[config.mk]
export PLATFORM = sky130hd
export DESIGN_NAME = qam16_judge
export DESIGN_NICKNAME = d
export VERILOG_FILES = /design/src/rtl/qam16_pkg.sv /design/src/rtl/qam16_slicer.sv /design/src/rtl/qam16_judge.sv
export SDC_FILE = /design/constraint.sdc
export NUM_CORES = 1
export LEC_CHECK = 0
export BUFFER_PORTS_ARGS = -buffer_cell sky130_fd_sc_hd__buf_2
export CORE_AREA = 2 2 107 109
export DETAILED_ROUTE_END_ITERATION = 7
export DIE_AREA = 0 0 109 111
export PLACE_DENSITY = 0.7
export SYNTH_ARGS = -nofsm -noshare
export SYNTH_HDL_FRONTEND = slang
export SYNTH_SLANG_ARGS = --single-unit
[constraint.sdc]
create_clock -name clk -period 3.15 [get_ports clk]
set_clock_uncertainty 0.15 [all_clocks]
set_input_delay 0.1575 -clock clk [delete_from_list [all_inputs] [get_ports clk]]
set_output_delay 0.1575 -clock clk [all_outputs]
set_load 0.01 [all_outputs]
[src/rtl/qam16_pkg.sv]
// Shared types and constants for the QAM16 decision/serialiser stage.
package qam16_pkg;

    localparam int DW = 26;

    // Gray-coded amplitude levels, most negative to most positive
    localparam logic [1:0] L_N3 = 2'b00;
    localparam logic [1:0] L_N1 = 2'b01;
    localparam logic [1:0] L_P1 = 2'b11;
    localparam logic [1:0] L_P3 = 2'b10;

    typedef enum logic {
        ST_IDLE  = 1'b0,
        ST_SHIFT = 1'b1
    } state_t;

endpackage

[src/rtl/qam16_slicer.sv]
// Per-axis slicer: compares one baseband sample against 0 and +/-gate level.
module qam16_slicer
    import qam16_pkg::*;
(
    input  logic signed [DW-1:0] x,
    input  logic signed [DW-1:0] m,
    output logic        [1:0]    code
);

    logic signed [DW:0] xe;
    logic signed [DW:0] ge;
    logic signed [DW:0] gn;

    // One extra bit so negating the largest positive gate level cannot wrap
    always_comb begin
        xe = {x[DW-1], x};
        ge = m[DW-1] ? '0 : {1'b0, m};
        gn = -ge;
        if (ge == '0)
            code = x[DW-1] ? L_N1 : L_P3;
        else if (xe < gn)
            code = L_N3;
        else if (x[DW-1])
            code = L_N1;
        else if (xe < ge)
            code = L_P1;
        else
            code = L_P3;
    end

endmodule

[src/rtl/qam16_judge.sv]
// QAM16 symbol decision plus MSB-first serialiser with a one-deep pending buffer.
//   state    | meaning
//   ST_IDLE  | no symbol on the serial line, bit_vld low
//   ST_SHIFT | shifting shreg out, each bit held DIV cycles
module qam16_judge
    import qam16_pkg::*;
#(
    parameter int DIV = 2
)(
    input  logic                 clk,
    input  logic                 rst_n,
    input  logic signed [DW-1:0] din_i,
    input  logic signed [DW-1:0] din_q,
    input  logic signed [DW-1:0] mean_i,
    input  logic signed [DW-1:0] mean_q,
    input  logic                 sym_stb,
    output logic        [3:0]    sym,
    output logic                 sym_vld,
    output logic                 bit_out,
    output logic                 bit_vld,
    output logic                 overrun
);

    localparam logic [7:0] D_LAST = 8'(DIV - 1);

    logic [1:0] code_i;
    logic [1:0] code_q;
    state_t     state;
    logic [3:0] shreg;
    logic [3:0] pend;
    logic       pend_full;
    logic [1:0] b;
    logic [7:0] d;
    logic       fin;

    qam16_slicer u_slice_i (.x(din_i), .m(mean_i), .code(code_i));
    qam16_slicer u_slice_q (.x(din_q), .m(mean_q), .code(code_q));

    always_ff @(posedge clk or negedge rst_n) begin
        if (!rst_n) begin
            sym     <= '0;
            sym_vld <= 1'b0;
        end else begin
            sym_vld <= sym_stb;
            if (sym_stb)
                sym <= {code_i, code_q};
        end
    end

    // Last hold cycle of bit 0: the symbol boundary
    assign fin = (d == '0) && (b == '0);

    always_ff @(posedge clk or negedge rst_n) begin
        if (!rst_n) begin
            state     <= ST_IDLE;
            shreg     <= '0;
            pend      <= '0;
            pend_full <= 1'b0;
            b         <= '0;
            d         <= '0;
            bit_out   <= 1'b0;
            bit_vld   <= 1'b0;
            overrun   <= 1'b0;
        end else begin
            case (state)
                ST_IDLE: begin
                    if (sym_vld) begin
                        state   <= ST_SHIFT;
                        shreg   <= sym;
                        b       <= 2'd3;
                        d       <= D_LAST;
                        bit_out <= sym[3];
                        bit_vld <= 1'b1;
                    end
                end
                ST_SHIFT: begin
                    if (d != '0) begin
                        d <= d - 8'd1;
                    end else if (b != '0) begin
                        b       <= b - 2'd1;
                        d       <= D_LAST;
                        bit_out <= shreg[b - 2'd1];
                    end else begin
                        b <= 2'd3;
                        d <= D_LAST;
                        if (pend_full) begin
                            shreg   <= pend;
                            bit_out <= pend[3];
                            if (sym_vld)
                                pend <= sym;
                            else
                                pend_full <= 1'b0;
                        end else if (sym_vld) begin
                            shreg   <= sym;
                            bit_out <= sym[3];
                        end else begin
                            state   <= ST_IDLE;
                            bit_out <= 1'b0;
                            bit_vld <= 1'b0;
                        end
                    end
                    if (sym_vld && !fin) begin
                        if (!pend_full) begin
                            pend      <= sym;
                            pend_full <= 1'b1;
                        end else begin
                            overrun <= 1'b1;
                        end
                    end
                end
                default: state <= ST_IDLE;
            endcase
        end
    end

endmodule

==> flow_metrics.py, run 1 <==
metrics = {
    "worst_setup_path": {
        "start_kind": "primary input",
        "crit_top_cell": "or3_4",
        "path_cells": "buf_6, or4_4, or3_4, or3_4, nor3_4, xnor2_1, nand2_1, ha_1, nand2_2, nor4_4, a211oi_2, nor3_2, a21oi_2, xnor2_2, a221oi_2",
        "slowest_delay_ns": 0.52,
        "slowest_stage": "or4_4",
        "critPathKind": "primary input to flip-flop",
        "end_kind": "flip-flop",
        "cp.arrival_ns": 3.31,
        "crit_required_ns": 3.17,
        "worstPathMaxFanout": 3,
    },
    "clock_network": {
        "root_buffer": "clkbuf_16",
        "cts_tree": "yes",
        "clockBufferDepth": 2,
        "path_clk_slew_ns": 0.07,
        "clock-sinks": 28,
        "h-tree-depth": 1,
        "cts_buffers": 3,
        "insertion_delay_ns": 0.26,
    },
    "yosys": {
        "synth-edff-count": 0,
        "yosys-top-cells-count": "ha_1 (105), nand2_1 (70), nor2_1 (62)",
        "ys_seq_elements": 28,
        "synth_area_mm2": 0.00482,
        "yosysTopAreaCell": "ha_1",
        "yosysUniqueCellTypes": 63,
        "yosysWarningCount": 0,
        "netlist_top_cells_area": "ha_1 (27%), dfrtp_1 (15%), a21oi_1 (6.1%)",
        "muxShareOfSynthArea_pct": 1.61,
        "synth_fa_ha_area_share_pct": 27.3,
        "yosysMostFrequentCell": "ha_1",
        "ys.flop_type": "dfrtp_1",
        "syn_avg_cell_area_um2": 7.80,
        "synth_xor_area_share_pct": 5.45,
        "netlist_instances": 618,
        "synth_top_family_by_area": "adder cells",
        "synth_fp_nets": 830,
        "ys_seq_area_share_pct": 14.5,
        "synth_compound_area_share_pct": 22.6,
        "yosys.area_share.simple_pct": 26.2,
        "yosysTopAreaCellShare_pct": 27.3,
        "async_flop_share_pct": 100,
    },
    "power": {
        "p_per_area_mw_per_mm2": 313,
        "vdd_drop_max_mv": 0.307,
        "finalPower_uw": 1930,
        "p_leak_uw": 0.00295,
    },
    "placed_design": {
        "numPortBuffers": 114,
        "gp_congestion": 0.893,
        "place_area_mm2": 0.00591,
        "place_worst_setup_slack_ns": -0.461,
        "hpwlAfterDp_mm": 11.1,
    },
    "floorplan": {
        "dieArea_mm2": 0.0121,
        "start_util_pct": 43.5,
        "design.core.area_mm2": 0.0111,
        "pin_count": 115,
        "num_rows": 39,
        "die_h_um": 111,
        "die-width_um": 109,
    },
    "sta": {
        "fin_hold_ws_ns": 0.122,
        "fmax_mhz": 305,
        "finalCritPeriodShare_pct": 104,
        "layout_min_cycle_time_ns": 3.28,
        "final_max_slew_viol_count": 0,
        "setup_viol": 3,
        "slew_headroom_pct": 59.9,
        "max_slew.worst_pin.slew_ns": 0.602,
        "setup_ws_ns": -0.133,
        "rsz0062_at_grt": "true",
        "finalHoldViolCount": 0,
    },
    "detailed_routing": {
        "drtPass1Iterations": 5,
        "drc": 0,
        "wirelength_mm": 13.2,
        "routed_via_density": 5.64,
        "post_drt_wl_per_cell_um": 14.5,
        "detail-route-antenna-nets": 0,
        "vias": 5132,
        "first_iter_violations": 276,
    },
    "global_route": {
        "grt_first_pass_wirelength_mm": 22.0,
        "first_global_vias": 4980,
        "grt_max_degree": 43,
        "grt_use_total_pct": 21.8,
        "grt_remaining_overflow": 0,
        "antenna_found_initial": 1,
    },
    "layout": {
        "area_delta_synth_final_pct": 28.1,
        "final_layout_size_suffix_gt1_share_pct": 27.8,
        "n_antenna_cell": 0,
        "layout.nets": 980,
        "fin_area_mm2": 0.00617,
        "num-fill-cells": 1004,
        "post-route-util_pct": 55.7,
    },
    "outcome": {
        "failed_checks": "setup timing",
        "status": "complete, but fails checks",
    },
    "flow_run": {
        "max_cap_violations": 0,
    },
    "worst_hold_path": {
        "worst_hold_path_type": "primary input to flip-flop",
    },
}
critical path: cells and delay by family:
kind | cells | cell delay (ns)
AO/OA/AOI/OAI | 3 | 0.43
AND/OR/NAND/NOR | 8 | 1.99
buffers and inverters | 1 | 0.09
adder cells (fa/ha/maj) | 1 | 0.31
XOR/XNOR | 2 | 0.30
flip-flops by register name, summed over array words and instances (netlist names), 2 cells and up:
| signal | flops |
|---|---|
| b | 2 |
| sym | 4 |
| d | 8 |
| shreg | 4 |
| pend | 4 |
layer usage:
layer / track usage [%] / wire length [um] / vias to the layer above
met5: 0 / 13 / -
met4: 4.70 / 145 / 2
met3: 2.29 / 541 / 15
met2: 38.1 / 6450 / 114
met1: 28.5 / 6030 / 2412
li1: - / - / 2589
placed cells by master, fill, tap and decap left out, drive strengths merged, types with 3 or more instances in the layout:
| master | n |
|---|---|
| nand4 | 12 |
| a221oi | 4 |
| ha | 105 |
| xnor2 | 17 |
| nor3 | 19 |
| o21bai | 3 |
| inv | 14 |
| o21ai | 41 |
| or4 | 5 |
| o22ai | 14 |
| and4 | 3 |
| a31oi | 4 |
| mux2 | 4 |
| or3 | 5 |
| clkbuf | 4 |
| xor2 | 13 |
| buf | 159 |
| nand2 | 71 |
| or2 | 3 |
| a211oi | 5 |
| nor4 | 8 |
| a21oi | 59 |
| a21o | 20 |
| nor2 | 65 |
| nand3 | 13 |
| o41ai | 3 |
| nand2b | 32 |
| nor2b | 5 |
| o211ai | 5 |
| dfrtp | 28 |
logic make-up after synthesis:
kind of cell,count (synthesis)
compound gates,171
fa+ha+maj,105
flops,28
buf+inv,31
xor+xnor,30
mux,6
simple gates,247
report_power, final:
| part | internal, uW | switching [uW] |
|---|---|---|
| Clock | 195 | 122 |
| Sequential | 486 | 91.8 |
| Combinational | 488 | 552 |
repair_timing:
action,4_1_cts,5_1_grt
pin swaps,3,7
hold endpoints to repair,29,0
hold buffers,2,0
gates resized for setup,7,18
setup buffers,1,0
endpoints found under the setup margin,3,4
area by class of cell:
cell class	instances	area [um^2]	area share, %
clock buffer	4	88.8	1.44
timing repair buffer	161	960	15.5
inverter	15	68.8	1.11
tap	143	179	2.90
multi-input combinational	559	4180	67.7
sequential	28	701	11.3
final timing paths:
path,slack (ns),cells past startpoint,end,from
max in group asynchronous,2.17,2,bit_out,rst_n
hold reg to reg,0.33,1,overrun,overrun
min in group asynchronous,0.28,2,state,rst_n
setup / recovery,-0.13,15,sym[2],mean_i[3]
setup reg to reg,0.81,6,pend[3],d[2]
hold / removal,0.12,3,sym[2],din_i[25]
metrics by stage:
| step | TNS (ns) | cells |
|---|---|---|
| 2_1_floorplan | -0.126 | 618 |
| 5_1_grt | -0.760 | 910 |
| 3_3_place_gp | -1.04 | 903 |
| 4_1_cts | -0.168 | 910 |
| 6_report | -0.187 | 910 |
| 3_5_place_dp | -1.39 | 903 |
Power figures use the tool's default switching activity.
==> inputs of run 2 (changes only) <==
ABC_AREA = 1   (was not set)
CORE_AREA = 2 2 111 113   (was 2 2 107 109)
DIE_AREA = 0 0 113 115   (was 0 0 109 111)
==> run 2 against run 1 <==
  * The flow finishes with violations (DRC)
  * Clock-buffer cell count unchanged
  * Register-to-register slack improved by 0.43 ns
  * Non-clock buffer count decreased by 42
  * Hold slack got worse by 0.045 ns
  * Cell count increased by 18%
  * Synthesized cell count increased by 30%
  * Critical endpoint unchanged
  * Largest cell class unchanged
  * Largest power group unchanged
==> flow_metrics.py, run 2 <==
metrics = {
    "sta": {
        "max_slew.worst_pin.slew_ns": 0.605,
        "final_max_slew_viol_count": 0,
        "finalHoldViolCount": 0,
        "finalCritPeriodShare_pct": 90.4,
        "fmax_mhz": 351,
        "layout_min_cycle_time_ns": 2.85,
        "fin_hold_ws_ns": 0.0765,
        "setup_viol": 0,
        "rsz0062_at_grt": "false",
        "slew_headroom_pct": 59.7,
        "fin_setup_tns_ns": 0,
        "setup_ws_ns": 0.303,
    },
    "worst_setup_path": {
        "startpoint": "mean_i[25]",
        "start_kind": "primary input",
        "end_kind": "flip-flop",
        "worstPathMaxFanout": 26,
        "critPathKind": "primary input to flip-flop",
        "crit_required_ns": 3.16,
        "rr_startpoint": "d[3]",
        "cp.arrival_ns": 2.85,
    },
    "placed_design": {
        "place_worst_setup_slack_ns": 0.0973,
        "numPortBuffers": 114,
        "post-place-cells": 1062,
        "hpwlAfterDp_mm": 10.8,
        "gp_congestion": 0.901,
    },
    "yosys": {
        "ys.flop_type": "dfrtp_1",
        "ys_seq_area_share_pct": 13.4,
        "synth_fp_nets": 1017,
        "yosys-top-cells-count": "nand2_1 (244), inv_1 (107), ha_1 (105)",
        "synth_fa_ha_area_share_pct": 25.1,
        "synth_top_family_by_area": "simple AND/OR/NAND/NOR gates",
        "yosys.area_share.simple_pct": 33.9,
        "async_flop_share_pct": 100,
        "synth_compound_area_share_pct": 10.1,
        "synth_area_mm2": 0.00524,
        "synth_xor_area_share_pct": 8.52,
        "yosysTopAreaCellShare_pct": 25.1,
        "syn_avg_cell_area_um2": 6.51,
        "muxShareOfSynthArea_pct": 0,
        "synth-edff-count": 0,
        "netlist_instances": 805,
        "yosysWarningCount": 0,
        "yosysUniqueCellTypes": 38,
        "ys_seq_elements": 28,
        "yosysTopAreaCell": "ha_1",
        "yosysMostFrequentCell": "nand2_1",
        "netlist_top_cells_area": "ha_1 (25%), nand2_1 (17%), dfrtp_1 (13%)",
    },
    "clock_network": {
        "clockBufferDepth": 2,
        "cts_buffers": 3,
        "clock-sinks": 28,
        "root_buffer": "clkbuf_16",
        "path_clk_slew_ns": 0.06,
        "cts_tree": "yes",
        "insertion_delay_ns": 0.26,
        "h-tree-depth": 1,
    },
    "layout": {
        "layout.nets": 1135,
        "area_delta_synth_final_pct": 16.2,
        "final_layout_size_suffix_gt1_share_pct": 17.4,
        "top_register": "d",
        "layout_common_cells": "nand2_1 (244), buf_2 (114), inv_1 (107)",
        "multi_input_area_mm2": 0.00408,
        "layout.cells.non_filler": 1073,
        "regArea_um2": 701,
        "num-fill-cells": 1227,
        "largest_register_ff_count": 8,
        "final_common_cell": "nand2_1",
    },
    "floorplan": {
        "num_rows": 40,
        "die_h_um": 115,
        "design.core.area_mm2": 0.0118,
        "dieArea_mm2": 0.0130,
        "pin_count": 115,
        "die-width_um": 113,
        "start_util_pct": 44.4,
    },
    "detailed_routing": {
        "wirelength_mm": 12.4,
        "first_iter_violations": 292,
        "drc": 8,
        "detail-route-antenna-nets": 0,
        "post_drt_wl_per_cell_um": 11.5,
        "drtPass1Iterations": 8,
        "routed_via_density": 4.90,
        "vias": 5253,
    },
    "global_route": {
        "grt_remaining_overflow": 0,
        "grt_max_degree": 29,
        "grt_first_pass_wirelength_mm": 21.2,
        "first_global_vias": 4845,
        "antenna_found_initial": 5,
        "grt_use_total_pct": 19.2,
    },
    "worst_hold_path": {
        "worst_hold_path_type": "primary input to flip-flop",
        "min_from": "din_i[25]",
    },
    "power": {
        "vdd_drop_max_mv": 0.186,
        "p_per_area_mw_per_mm2": 305,
        "p_leak_uw": 0.00347,
    },
    "outcome": {
        "failed_checks": "DRC",
        "status": "complete, but fails checks",
    },
    "flow_run": {
        "max_cap_violations": 0,
    },
}
==> run 2: changes by cell type in the layout (fill, tap and decap cells not counted), moves of 9 or more <==
cell / before / now
inv_1: 14 / 107
nor3_1: 15 / 6
o22ai_1: 14 / 4
nand3_1: 13 / 27
nand2_2: 2 / 14
nand2_1: 67 / 244
a21o_1: 20 / 10
nand2b_1: 31 / 0
buf_4: 44 / 3
nor2_1: 61 / 78
a21oi_1: 57 / 41
xor2_1: 13 / 32
==> run 2: area by class of cell <==
cell class	count	share of cell area (%)
well taps	147	3.02
diodes	4	0.164
clock buffers	4	1.46
inverters	110	6.82
repair buffers	119	10.1
flip-flops and latches	28	11.5
multi-input cells	661	67.0
==> run 2: repair_timing <==
| item | in CTS | in global routing |
|---|---|---|
| gates resized for setup | 0 | 2 |
| endpoints found under the setup margin | 0 | 1 |
| hold buffers | 2 | 0 |
| endpoints found under the hold margin | 29 | 0 |
| setup buffers | 0 | 1 |
==> run 2: metal layers <==
metal | vias to the layer above | wire (um) | GRT usage (%)
met3 | 14 | 544 | 2.21
met5 | - | 13 | 0
li1 | 2843 | - | -
met2 | 121 | 5600 | 33.5
met4 | 2 | 159 | 3.41
met1 | 2273 | 6060 | 26.0
==> run 2: final timing paths <==
check | endpoint | slack [ns] | depth (start not counted)
worst max-delay path | sym[2] | 0.30 | 20
worst min-delay path | sym[3] | 0.08 | 4
worst max register to register | shreg[0] | 1.24 | 9
worst min register to register | overrun | 0.33 | 1
max in group asynchronous | d[3] | 2.16 | 2
min in group asynchronous | b[0] | 0.29 | 2
==> run 2: worst max-delay path: stages <==
cell     delay [ns]
buf_2          0.19
inv_4          0.14
nand2_1        0.10
ha_1           0.22
nand2_2        0.10
nor2_2         0.20
nand2_1        0.15
nor4_2         0.30
xor2_1         0.18
ha_1           0.26
a21oi_1        0.16
nor2_1         0.05
nor2_1         0.10
nand2_1        0.06
a21oi_1        0.16
nand3_1        0.09
nand2_1        0.07
nand2_1        0.06
nand2_1        0.06
nand2_1        0.04
==> run 2: stage by stage <==
stage	util, %	cell area [um^2]	total power [uW]
2_1_floorplan	-	5240	1270
4_1_cts	51.3	6060	1870
3_5_place_dp	50.4	5960	1540
6_report	51.6	6090	1860
5_1_grt	51.5	6090	2060
3_3_place_gp	50.4	5960	1520
==> run 2: report_power, final <==
group	switching, uW	internal, uW
Combinational	560	412
Clock	119	195
Sequential	87.1	486
==> run 2: logic make-up (layout without fill, tap and decap cells) <==
family | Yosys count | count (layout)
simple gates | 409 | 409
buf+inv | 116 | 233
fa+ha+maj | 105 | 105
compound gates | 96 | 96
xor+xnor | 51 | 51
flops | 28 | 28
other cells | 0 | 4
